### src/rtl/fp2i_arb_pkg.sv
// Shared FP->int op codes plus the legal-op check and mode decode used by the arbiter.
package fp2i_arb_pkg;

    localparam logic [7:0] OP_CVTD   = 8'h20;
    localparam logic [7:0] OP_CVTE   = 8'h21;
    localparam logic [7:0] OP_CVTS   = 8'h22;
    localparam logic [7:0] OP_CVT32S = 8'h23;
    localparam logic [7:0] OP_CVT32D = 8'h24;
    localparam logic [7:0] OP_TBLD   = 8'h25;

    typedef struct packed {
        logic dbl;
        logic ext;
        logic sng;
        logic verbatim;
        logic is32b;
    } cvt_mode_t;

    function automatic logic fp2i_op_legal(input logic [7:0] op);
        return (op == OP_CVTD)   || (op == OP_CVTE)   || (op == OP_CVTS) ||
               (op == OP_CVT32S) || (op == OP_CVT32D) || (op == OP_TBLD);
    endfunction

    function automatic cvt_mode_t fp2i_op_decode(input logic [7:0] op);
        cvt_mode_t m;
        m          = '0;
        m.dbl      = (op == OP_CVTD) || (op == OP_CVT32D);
        m.ext      = (op == OP_CVTE);
        m.sng      = !(m.dbl || m.ext);
        m.verbatim = (op == OP_TBLD);
        m.is32b    = (op == OP_CVT32S) || (op == OP_CVT32D);
        return m;
    endfunction

endpackage

### src/rtl/fp2i_req_fifo.sv
// Two-entry per-requester request queue; head visible the cycle after push.
// Flush empties it at the clock edge; caller must not push when full or pop when empty.
module fp2i_req_fifo #(
    parameter int W = 8
) (
    input  logic         clk,
    input  logic         rst,
    input  logic         flush,
    input  logic         push,
    input  logic [W-1:0] push_dat,
    input  logic         pop,
    output logic [W-1:0] head_dat,
    output logic         full,
    output logic         empty
);

    logic [W-1:0] mem [2];
    logic         rd_ptr;
    logic         wr_ptr;
    logic [1:0]   cnt;

    always_ff @(posedge clk or negedge rst) begin
        if (!rst) begin
            rd_ptr <= 1'b0;
            wr_ptr <= 1'b0;
            cnt    <= 2'd0;
        end else if (flush) begin
            rd_ptr <= 1'b0;
            wr_ptr <= 1'b0;
            cnt    <= 2'd0;
        end else begin
            if (push) wr_ptr <= ~wr_ptr;
            if (pop)  rd_ptr <= ~rd_ptr;
            case ({push, pop})
                2'b10:   cnt <= cnt + 2'd1;
                2'b01:   cnt <= cnt - 2'd1;
                default: cnt <= cnt;
            endcase
        end
    end

    always_ff @(posedge clk) begin
        if (push && !flush) mem[wr_ptr] <= push_dat;
    end

    assign head_dat = mem[rd_ptr];
    assign full     = (cnt == 2'd2);
    assign empty    = (cnt == 2'd0);

endmodule

### src/rtl/fp2i_arb.sv
// fp2i_arb: round-robin arbiter from NREQ requester FIFOs into one FP->int convert unit.
// Response LAT non-stalled cycles after grant; req_rdy = FIFO not full, stall freezes grant and pipeline.
module fp2i_arb
    import fp2i_arb_pkg::*;
#(
    parameter int NREQ = 3,
    parameter int LAT  = 3,
    parameter int TAGW = 6
) (
    input  logic                 clk,
    input  logic                 rst,
    input  logic [NREQ-1:0]      req_vld,
    output logic [NREQ-1:0]      req_rdy,
    input  logic [NREQ*8-1:0]    req_op,
    input  logic [NREQ*84-1:0]   req_data,
    input  logic [NREQ*TAGW-1:0] req_tag,
    input  logic                 flush,
    input  logic                 stall,
    output logic                 cvt_en,
    output logic [81:0]          cvt_A,
    output logic                 cvt_isDBL,
    output logic                 cvt_isEXT,
    output logic                 cvt_isSNG,
    output logic                 cvt_verbatim,
    output logic                 cvt_is32b,
    input  logic [63:0]          cvt_res,
    input  logic                 cvt_alt,
    output logic [NREQ-1:0]      rsp_vld,
    output logic [63:0]          rsp_data,
    output logic                 rsp_alt,
    output logic                 rsp_err,
    output logic [TAGW-1:0]      rsp_tag,
    output logic                 busy
);

    localparam int IDW = (NREQ > 1) ? $clog2(NREQ) : 1;
    localparam int EW  = 8 + 84 + TAGW;

    logic [NREQ-1:0] fifo_full;
    logic [NREQ-1:0] fifo_empty;
    logic [NREQ-1:0] fifo_push;
    logic [NREQ-1:0] fifo_pop;
    logic [EW-1:0]   fifo_head [NREQ];

    logic            gnt_any;
    logic [IDW-1:0]  gnt_idx;
    logic [IDW-1:0]  rr_ptr;

    logic [7:0]      sel_op;
    logic [TAGW-1:0] sel_tag;
    logic            sel_legal;
    cvt_mode_t       sel_mode;

    logic [LAT-1:0]  pv;
    logic [LAT-1:0]  perr;
    logic [IDW-1:0]  pid  [LAT];
    logic [TAGW-1:0] ptag [LAT];
    logic            rsp_fire;

    // Ready is held low for the whole time reset is asserted.
    assign req_rdy   = ~fifo_full & {NREQ{rst}};
    assign fifo_push = req_vld & req_rdy;

    for (genvar g = 0; g < NREQ; g++) begin : g_fifo
        assign fifo_pop[g] = gnt_any && (gnt_idx == IDW'(g));

        fp2i_req_fifo #(.W(EW)) u_fifo (
            .clk      (clk),
            .rst      (rst),
            .flush    (flush),
            .push     (fifo_push[g]),
            .push_dat ({req_op[8*g +: 8], req_data[84*g +: 84], req_tag[TAGW*g +: TAGW]}),
            .pop      (fifo_pop[g]),
            .head_dat (fifo_head[g]),
            .full     (fifo_full[g]),
            .empty    (fifo_empty[g])
        );
    end

    // Search starts at rr_ptr, which always names the requester after the last grant.
    always_comb begin
        int idx;
        idx     = 0;
        gnt_any = 1'b0;
        gnt_idx = '0;
        if (!stall && !flush) begin
            for (int k = 0; k < NREQ; k++) begin
                idx = (int'(rr_ptr) + k) % NREQ;
                if (!gnt_any && !fifo_empty[idx]) begin
                    gnt_any = 1'b1;
                    gnt_idx = IDW'(idx);
                end
            end
        end
    end

    assign sel_op    = fifo_head[gnt_idx][EW-1 -: 8];
    assign sel_tag   = fifo_head[gnt_idx][TAGW-1:0];
    assign sel_legal = fp2i_op_legal(sel_op);
    assign sel_mode  = fp2i_op_decode(sel_op);

    always_comb begin
        cvt_en       = 1'b0;
        cvt_A        = '0;
        cvt_isDBL    = 1'b0;
        cvt_isEXT    = 1'b0;
        cvt_isSNG    = 1'b0;
        cvt_verbatim = 1'b0;
        cvt_is32b    = 1'b0;
        if (gnt_any) begin
            cvt_en       = sel_legal;
            cvt_isDBL    = sel_mode.dbl;
            cvt_isEXT    = sel_mode.ext;
            cvt_isSNG    = sel_mode.sng;
            cvt_verbatim = sel_mode.verbatim;
            cvt_is32b    = sel_mode.is32b;
            // Extension bits travel only with double/extended formats; data[67:66] are never used.
            cvt_A[65:0]  = fifo_head[gnt_idx][TAGW +: 66];
            if (sel_mode.dbl || sel_mode.ext)
                cvt_A[81:66] = fifo_head[gnt_idx][TAGW+68 +: 16];
        end
    end

    always_ff @(posedge clk or negedge rst) begin
        if (!rst) begin
            pv     <= '0;
            rr_ptr <= '0;
        end else begin
            if (flush) begin
                pv <= '0;
            end else if (!stall) begin
                pv[0] <= gnt_any;
                for (int s = 1; s < LAT; s++) pv[s] <= pv[s-1];
            end
            if (gnt_any)
                rr_ptr <= (int'(gnt_idx) == NREQ-1) ? '0 : gnt_idx + 1'b1;
        end
    end

    always_ff @(posedge clk) begin
        if (!stall) begin
            pid[0]  <= gnt_idx;
            ptag[0] <= sel_tag;
            perr[0] <= ~sel_legal;
            for (int s = 1; s < LAT; s++) begin
                pid[s]  <= pid[s-1];
                ptag[s] <= ptag[s-1];
                perr[s] <= perr[s-1];
            end
        end
    end

    assign rsp_fire = pv[LAT-1] && !stall && !flush;
    assign rsp_vld  = rsp_fire ? (NREQ'(1) << pid[LAT-1]) : '0;
    assign rsp_err  = rsp_fire && perr[LAT-1];
    assign rsp_data = (rsp_fire && !perr[LAT-1]) ? cvt_res : '0;
    assign rsp_alt  = rsp_fire && !perr[LAT-1] && cvt_alt;
    assign rsp_tag  = rsp_fire ? ptag[LAT-1] : '0;
    assign busy     = (|(~fifo_empty)) || (|pv);

endmodule

### config.mk
export PLATFORM = sky130hd
export DESIGN_NAME = fp2i_arb
export DESIGN_NICKNAME = d
export VERILOG_FILES = /design/src/rtl/fp2i_arb_pkg.sv /design/src/rtl/fp2i_req_fifo.sv /design/src/rtl/fp2i_arb.sv
export SDC_FILE = /design/constraint.sdc
export NUM_CORES = 1
export LEC_CHECK = 0
export BUFFER_PORTS_ARGS = -buffer_cell sky130_fd_sc_hd__buf_4
export CAP_MARGIN = 30
export CORE_MARGIN = 10
export CORE_UTILIZATION = 55
export CTS_CLUSTER_DIAMETER = 50
export DETAILED_ROUTE_END_ITERATION = 7
export PLACE_DENSITY = 0.83
export SYNTH_ARGS = -nofsm -noshare
export SYNTH_HDL_FRONTEND = slang
export SYNTH_SLANG_ARGS = --single-unit
### constraint.sdc
create_clock -name clk -period 10.6 [get_ports clk]
set_clock_uncertainty 0.2 [all_clocks]
set_input_delay 1.06 -clock clk [delete_from_list [all_inputs] [get_ports clk]]
set_output_delay 1.06 -clock clk [all_outputs]
set_load 0.1 [all_outputs]
Yosys cells after proc, flatten, opt, wreduce, memory -nomap -nowiden --
Memory sizes are Yosys's and may differ from the RTL's. Index checks and enable logic that the tools add are counted.
Word-level totals: flip-flop bits (word level) 20, bits in writable memories 612, input bits 366, output and inout port bits 167, logic and storage cells 172, memories kept 5
Cells by class: $add $sub $neg 9, div/mod/pow operators 3, order comparisons 4, eq/ne operators 19, shift operators 1, muxes and demuxes 61, bitwise gates (word level) 12, reductions and logical operators 46
Memories:
- g_fifo[0].u_fifo.mem | depth 2, bits a word 98, rd ports 1, clocked after Yosys merged registers in 0, wr ports 1, line fp2i_req_fifo.sv:17 | logic [W-1:0] mem [2];
- g_fifo[1].u_fifo.mem | depth 2, bits a word 98, rd ports 1, clocked after Yosys merged registers in 0, wr ports 1, line fp2i_req_fifo.sv:17
- g_fifo[2].u_fifo.mem | depth 2, bits a word 98, rd ports 1, clocked after Yosys merged registers in 0, wr ports 1, line fp2i_req_fifo.sv:17
- ptag | depth 3, bits a word 6, rd ports 3, clocked after Yosys merged registers in 0, wr ports 3, line fp2i_arb.sv:57 | logic [TAGW-1:0] ptag [LAT];
- pid | depth 3, bits a word 2, rd ports 3, clocked after Yosys merged registers in 0, wr ports 3, line fp2i_arb.sv:56 | logic [IDW-1:0] pid [LAT];
Operators by type and width (number):
- binary-select mux 98 bit (select 2 bit) | 1
- two-way mux 98 bit | 2
- less-than comparator 32 x 4 -> 1 bit, second input constant | 3
- two-way mux 82 bit | 1
- remainder unit 32 x 3 -> 32 bit, second input constant | 2
- two-way mux 64 bit | 1
- == test 8 x 6 -> 1 bit, second input constant | 6
- two-way mux 1 bit | 37
- remainder unit 3 x 3 -> 32 bit, second input constant | 1
- == test 2 bit, second input constant | 8
- two-way mux 16 bit | 1
- two-way mux 2 bit | 8
- logical AND 1 bit | 14
- case mux 2 bit (2 select lines) | 3
- nonzero test 2 bit | 6
- logical OR 1 bit | 9
- two-way mux 3 bit | 3
- nonzero test 3 bit | 3
- adder 2 x 1 -> 2 bit, second input constant | 4
- == test 2 x 1 -> 1 bit, second input constant | 4
- logical NOT 1 bit | 8
- logical NOT 2 bit | 4
- NOT 1 bit | 7
- bitwise AND 3 bit | 2
- 11 further kinds | 17

Longest topological paths before layout --
depth after elaboration 25, depth in mapped cells 14, gate-level depth less buffers 11

Cells and area by module --
Synthesis repeated with hierarchy kept, for this count alone.
Unflattened totals: cell total of the unflattened synthesis 1520, area, all modules 26092.5 um2
By module, submodules not included:
- fp2i_req_fifo | times used 3, cells each 325, area an instance 7309.5 um2, seq. area each 5985.7 um2
- fp2i_arb | times used 1, cells each 545, area an instance 4164.0 um2, seq. area each 935.9 um2

Least setup slack after synthesis --
No wires, ideal clock.
path kind in2reg, start point input rst, end point memory g_fifo[0].u_fifo.mem[1][0] (netlist bit), enable pin, library setup time 0.688 ns, arrival 10.915 ns, data required time 9.712 ns, path slack -1.203 ns, stages on the path 3, buffers on the path 0, cell sequence a21boi_0 nand2_1 nor3b_1
On the way: longest elaborated chain between the ends 5
RTL lines:
- start: declaration | line fp2i_arb.sv:11 | input logic rst,
- bitwise AND 3 bit | line fp2i_arb.sv:61 | assign req_rdy = ~fifo_full & {NREQ{rst}};
- bitwise AND 3 bit | line fp2i_arb.sv:62 | assign fifo_push = req_vld & req_rdy;
- logical AND 1 bit | line fp2i_req_fifo.sv:43 | if (push && !flush) mem[wr_ptr] <= push_dat;
- two-way mux 1 bit | line fp2i_req_fifo.sv:43
- two-way mux 1 bit (not written as such) | line fp2i_req_fifo.sv:43
- end: declaration | line fp2i_req_fifo.sv:17
No other way between the ends.

Worst setup path after layout --
start point input flush, end point output cvt_is32b
On the way: longest elaborated chain between the ends 10, elaborated cells on any way between the ends 12, those cells by class 2 x eq/ne; 6 x mux; 1 x bitwise; 3 x reduce/logical
RTL lines:
- start: declaration | line fp2i_arb.sv:17 | input logic flush,
- logical NOT 1 bit * | line fp2i_arb.sv:86 | if (!stall && !flush) begin
- logical AND 1 bit * | line fp2i_arb.sv:86
- two-way mux 2 bit | line fp2i_arb.sv:86
- NOT 2 -> 3 bit (not written as such) | line fp2i_arb.sv:97 | assign sel_op = fifo_head[gnt_idx][EW-1 -: 8];
- binary-select mux 98 bit (select 2 bit) | line fp2i_arb.sv:97
- two-way mux 98 bit (2 in a row)
- == test 8 x 6 -> 1 bit | line fp2i_arb_pkg.sv:31 | m.is32b = (op == OP_CVT32S) || (op == OP_CVT32D);
- logical OR 1 bit | line fp2i_arb_pkg.sv:31
- two-way mux 1 bit * | line fp2i_arb.sv:110 | if (gnt_any) begin
- end: declaration | line fp2i_arb.sv:25 | output logic cvt_is32b,
Every way passes the cells marked *; elsewhere a longest branch is shown, timed or not. The select of a mux whose other input is x is not followed.

==> metrics.cfg <==
[synth]
synth-xor-area-share_pct = 0.526
synthMuxAreaShare_pct = 10.4
syn-num-nets = 1952
synth_top_family_by_area = multiplexers
ys_async_sr_fraction_pct = 2.74
yosysTopAreaCell = edfxtp_1
ys_warn_count = 0
yosys.area_share.adder_pct = 0.140
synth_compound_area_share_pct = 5.26
synth-simple-area-share_pct = 7.70
syn_avg_cell_area_um2 = 15.8
ys_seq_elements = 620
synth.top_cell.area_share_pct = 72.5
synthCells = 1584
synth-seq-area-share_pct = 74.2
netlist_area_um2 = 25000
synth_flop_cell = edfxtp_1
synth_cell_types = 59
synth_edf_count = 603
synth.area.top_cells = edfxtp_1, mux2i_1, a21oi_1, and3_1, dfrtp_1

[sta]
slew_viol_final = 0
relSlewSlack_pct = 31.6
rsz0062_at_grt = no
setup_slack_ns = 3.93
worstMarginPinSlew_ns = 1.03
fmaxAchievable_mhz = 150
finalHoldViolations = 0
setup_viol = 0
fin_tns_setup_ns = 0
fin_crit_sh_pct = 63.0
period_needed_ns = 6.67

[job]
drv_cap = 0

[die]
die_y_um = 233
dieArea_um2 = 54300
placeableCoreArea_um2 = 45200
io_pins = 533
die_x_um = 233
start_util_pct = 55.3
rows = 78

[drt]
drt_iter0_markers = 1644
vias = 16100
drc = 3
wl_per_cell_um = 26.0
ant_nets = 0
via_per_inst = 5.82
routed_wirelength_mm = 71.9
firstDrtPassIters = 8

[global_route]
grtUsageTotal_pct = 25.6
antenna_found_initial = 15
grt_pass1_vias = 16600
grt_overflow = 0
grt_pass1_wl_mm = 104
grt_max_degree = 119

[layout]
syn2layout_area_growth_pct = 26.2
layout.nets = 2470
multi_input_area_um2 = 6080
drive_gt1_share_pct = 31.9
postLayoutCellArea_um2 = 31500
instances_no_fill = 2762
regArea_um2 = 18500
nFillCells = 2912
final_cell_mix = edfxtp_1, buf_4, mux2i_1, a21oi_1, nand2_1
mostFrequentLayoutCell = edfxtp_1

[clock_tree]
clk_pin_slew_ns = 0.06
numCtsBuffers = 60
root_buffer = clkbuf_16
cts_setup_buffers = 0
clockBufferDepth = 3
ctsHoldBuffers = 0
cts_tree = yes
clock-sinks = 620
clk_latency_ns = 0.59
h-tree-depth = 2
ctsResizeCount = 0

[place]
port_buffers = 526
place_ws_ns = 3.74
place_congestion = 0.962
hpwl_mm = 47.4
dp.cells = 2637
dpl-instance-area_um2 = 29600

[worst_setup_path]
crit_top_cell = buf_4
crit_path_start_kind = primary input
cp_cell_sequence = buf_4 -> nor2_1 -> o21ai_0 -> a41o_1 -> inv_4 -> buf_4 -> o22ai_1 -> or3_1 -> a211oi_2 -> buf_4
crit_fanout = 87
path_class = in -> out
arrival_ns = 5.41
critPathMaxStageDelay_ns = 0.85
endpoint_kind = primary output
required_ns = 9.34
cpMaxStageDelayCell = buf_4

[pwr]
p_per_area_nw_per_um2 = 250
p_seq_share_pct = 38.6
switching_share_pct = 38.5
p_int_mw = 4.84
comb_power_share_pct = 35.8
ir_drop_mv = 0.227
clkPwrFrac_pct = 25.5
p_leak_nw = 11.6
power_mw = 7.87
switchingPower_mw = 3.03

[hold_path]
hp-class = in -> async

[status]
violations = design-rule violations
outcome = finished with violations

-- power groups by stage --
stage / clock network (mW) / logic [mW] / registers (mW)
4_1_cts: 2.03 / 2.79 / 3.04
5_1_grt: 2.14 / 2.97 / 3.05
3_5_place_dp: 0 / 2.77 / 3.09
3_3_place_gp: 0 / 2.72 / 3.08
6_report: 2.01 / 2.82 / 3.04
2_1_floorplan: 0 / 2.10 / 2.97
-- routing by layer --
layer / up-vias / global-route usage, % / wire (µm)
li1: 7079 / - / -
met1: 7890 / 29.3 / 24700
met2: 920 / 43.8 / 36200
met3: 172 / 7.19 / 7310
met4: 8 / 12.4 / 3500
met5: - / 0 / 69
-- cells by family (layout without fill, tap and decap cells) --
family | after synthesis | after routing
other | 0 | 12
XOR/XNOR | 15 | 15
AO/OA/AOI/OAI | 232 | 232
adder cells (fa/ha/maj) | 3 | 3
multiplexers | 258 | 258
flip-flops | 620 | 620
buffers and inverters | 105 | 671
AND/OR/NAND/NOR | 351 | 351
-- critical path: cells and delay by family --
family                 cells  cell delay (ns)
buffers and inverters      4             1.96
AO/OA/AOI/OAI              4             1.18
AND/OR/NAND/NOR            2             1.09
-- worst paths after layout --
path	startpoint	endpoint	slack [ns]	cells past startpoint
hold reg to reg	ptag[0][4]	ptag[0][10]	0.22	0
min in group clk	ptag[0][4]	ptag[0][10]	0.22	0
hold / removal	rst	g_fifo[0].u_fifo.wr_ptr	0.14	1
setup / recovery	flush	cvt_is32b	3.93	10
setup reg to reg	rr_ptr[0]	g_fifo[0].u_fifo.cnt[1]	6.37	11
max in group asynchronous	rst	g_fifo[1].u_fifo.rd_ptr	9.80	1
-- synth_stat cells (all sizes together) (2+ instances only) --
| master | count |
|---|---|
| edfxtp | 603 |
| inv | 9 |
| buf | 20 |
| nand3 | 7 |
| ha | 2 |
| or3 | 4 |
| nor3 | 26 |
| o21ai | 80 |
| or4b | 3 |
| mux2i | 250 |
| mux2 | 8 |
| or4bb | 2 |
| nor2b | 19 |
| or2 | 2 |
| nor3b | 6 |
| nor2 | 53 |
| and2 | 67 |
| nand2 | 81 |
| a211oi | 22 |
| clkbuf | 75 |
| and3 | 74 |
| a21boi | 3 |
| o22a | 2 |
| xnor2 | 10 |
| dfrtp | 17 |
| xor2 | 5 |
| a21oi | 105 |
| o22ai | 9 |
-- area by class of cell --
class	count	share of cell area (%)
well taps	600	2.38
diodes	12	0.0952
clock inverters	39	0.996
clock buffers	71	4.89
inverters	10	0.167
multi-input cells	859	19.3
repair buffers	551	13.4
flip-flops and latches	620	58.8
-- stage by stage --
stage / hold WS [ns] / util [%]
floorplan: 0.200 / -
global placement: 0.201 / 65.4
detailed placement: 0.205 / 65.4
CTS: 0.115 / 69.5
global route: 0.137 / 69.8
finish: 0.144 / 69.8
-- flip-flops by register name (all words and copies together) (netlist names) --
| register | cells |
|---|---|
| g_fifo.u_fifo.cnt | 6 |
| g_fifo.u_fifo.mem | 576 |
| g_fifo.u_fifo.rd_ptr | 3 |
| g_fifo.u_fifo.wr_ptr | 3 |
| perr | 3 |
| pid | 6 |
| ptag | 18 |
| pv | 3 |
| rr_ptr | 2 |
No activity file was read; power rests on OpenSTA's default activity.
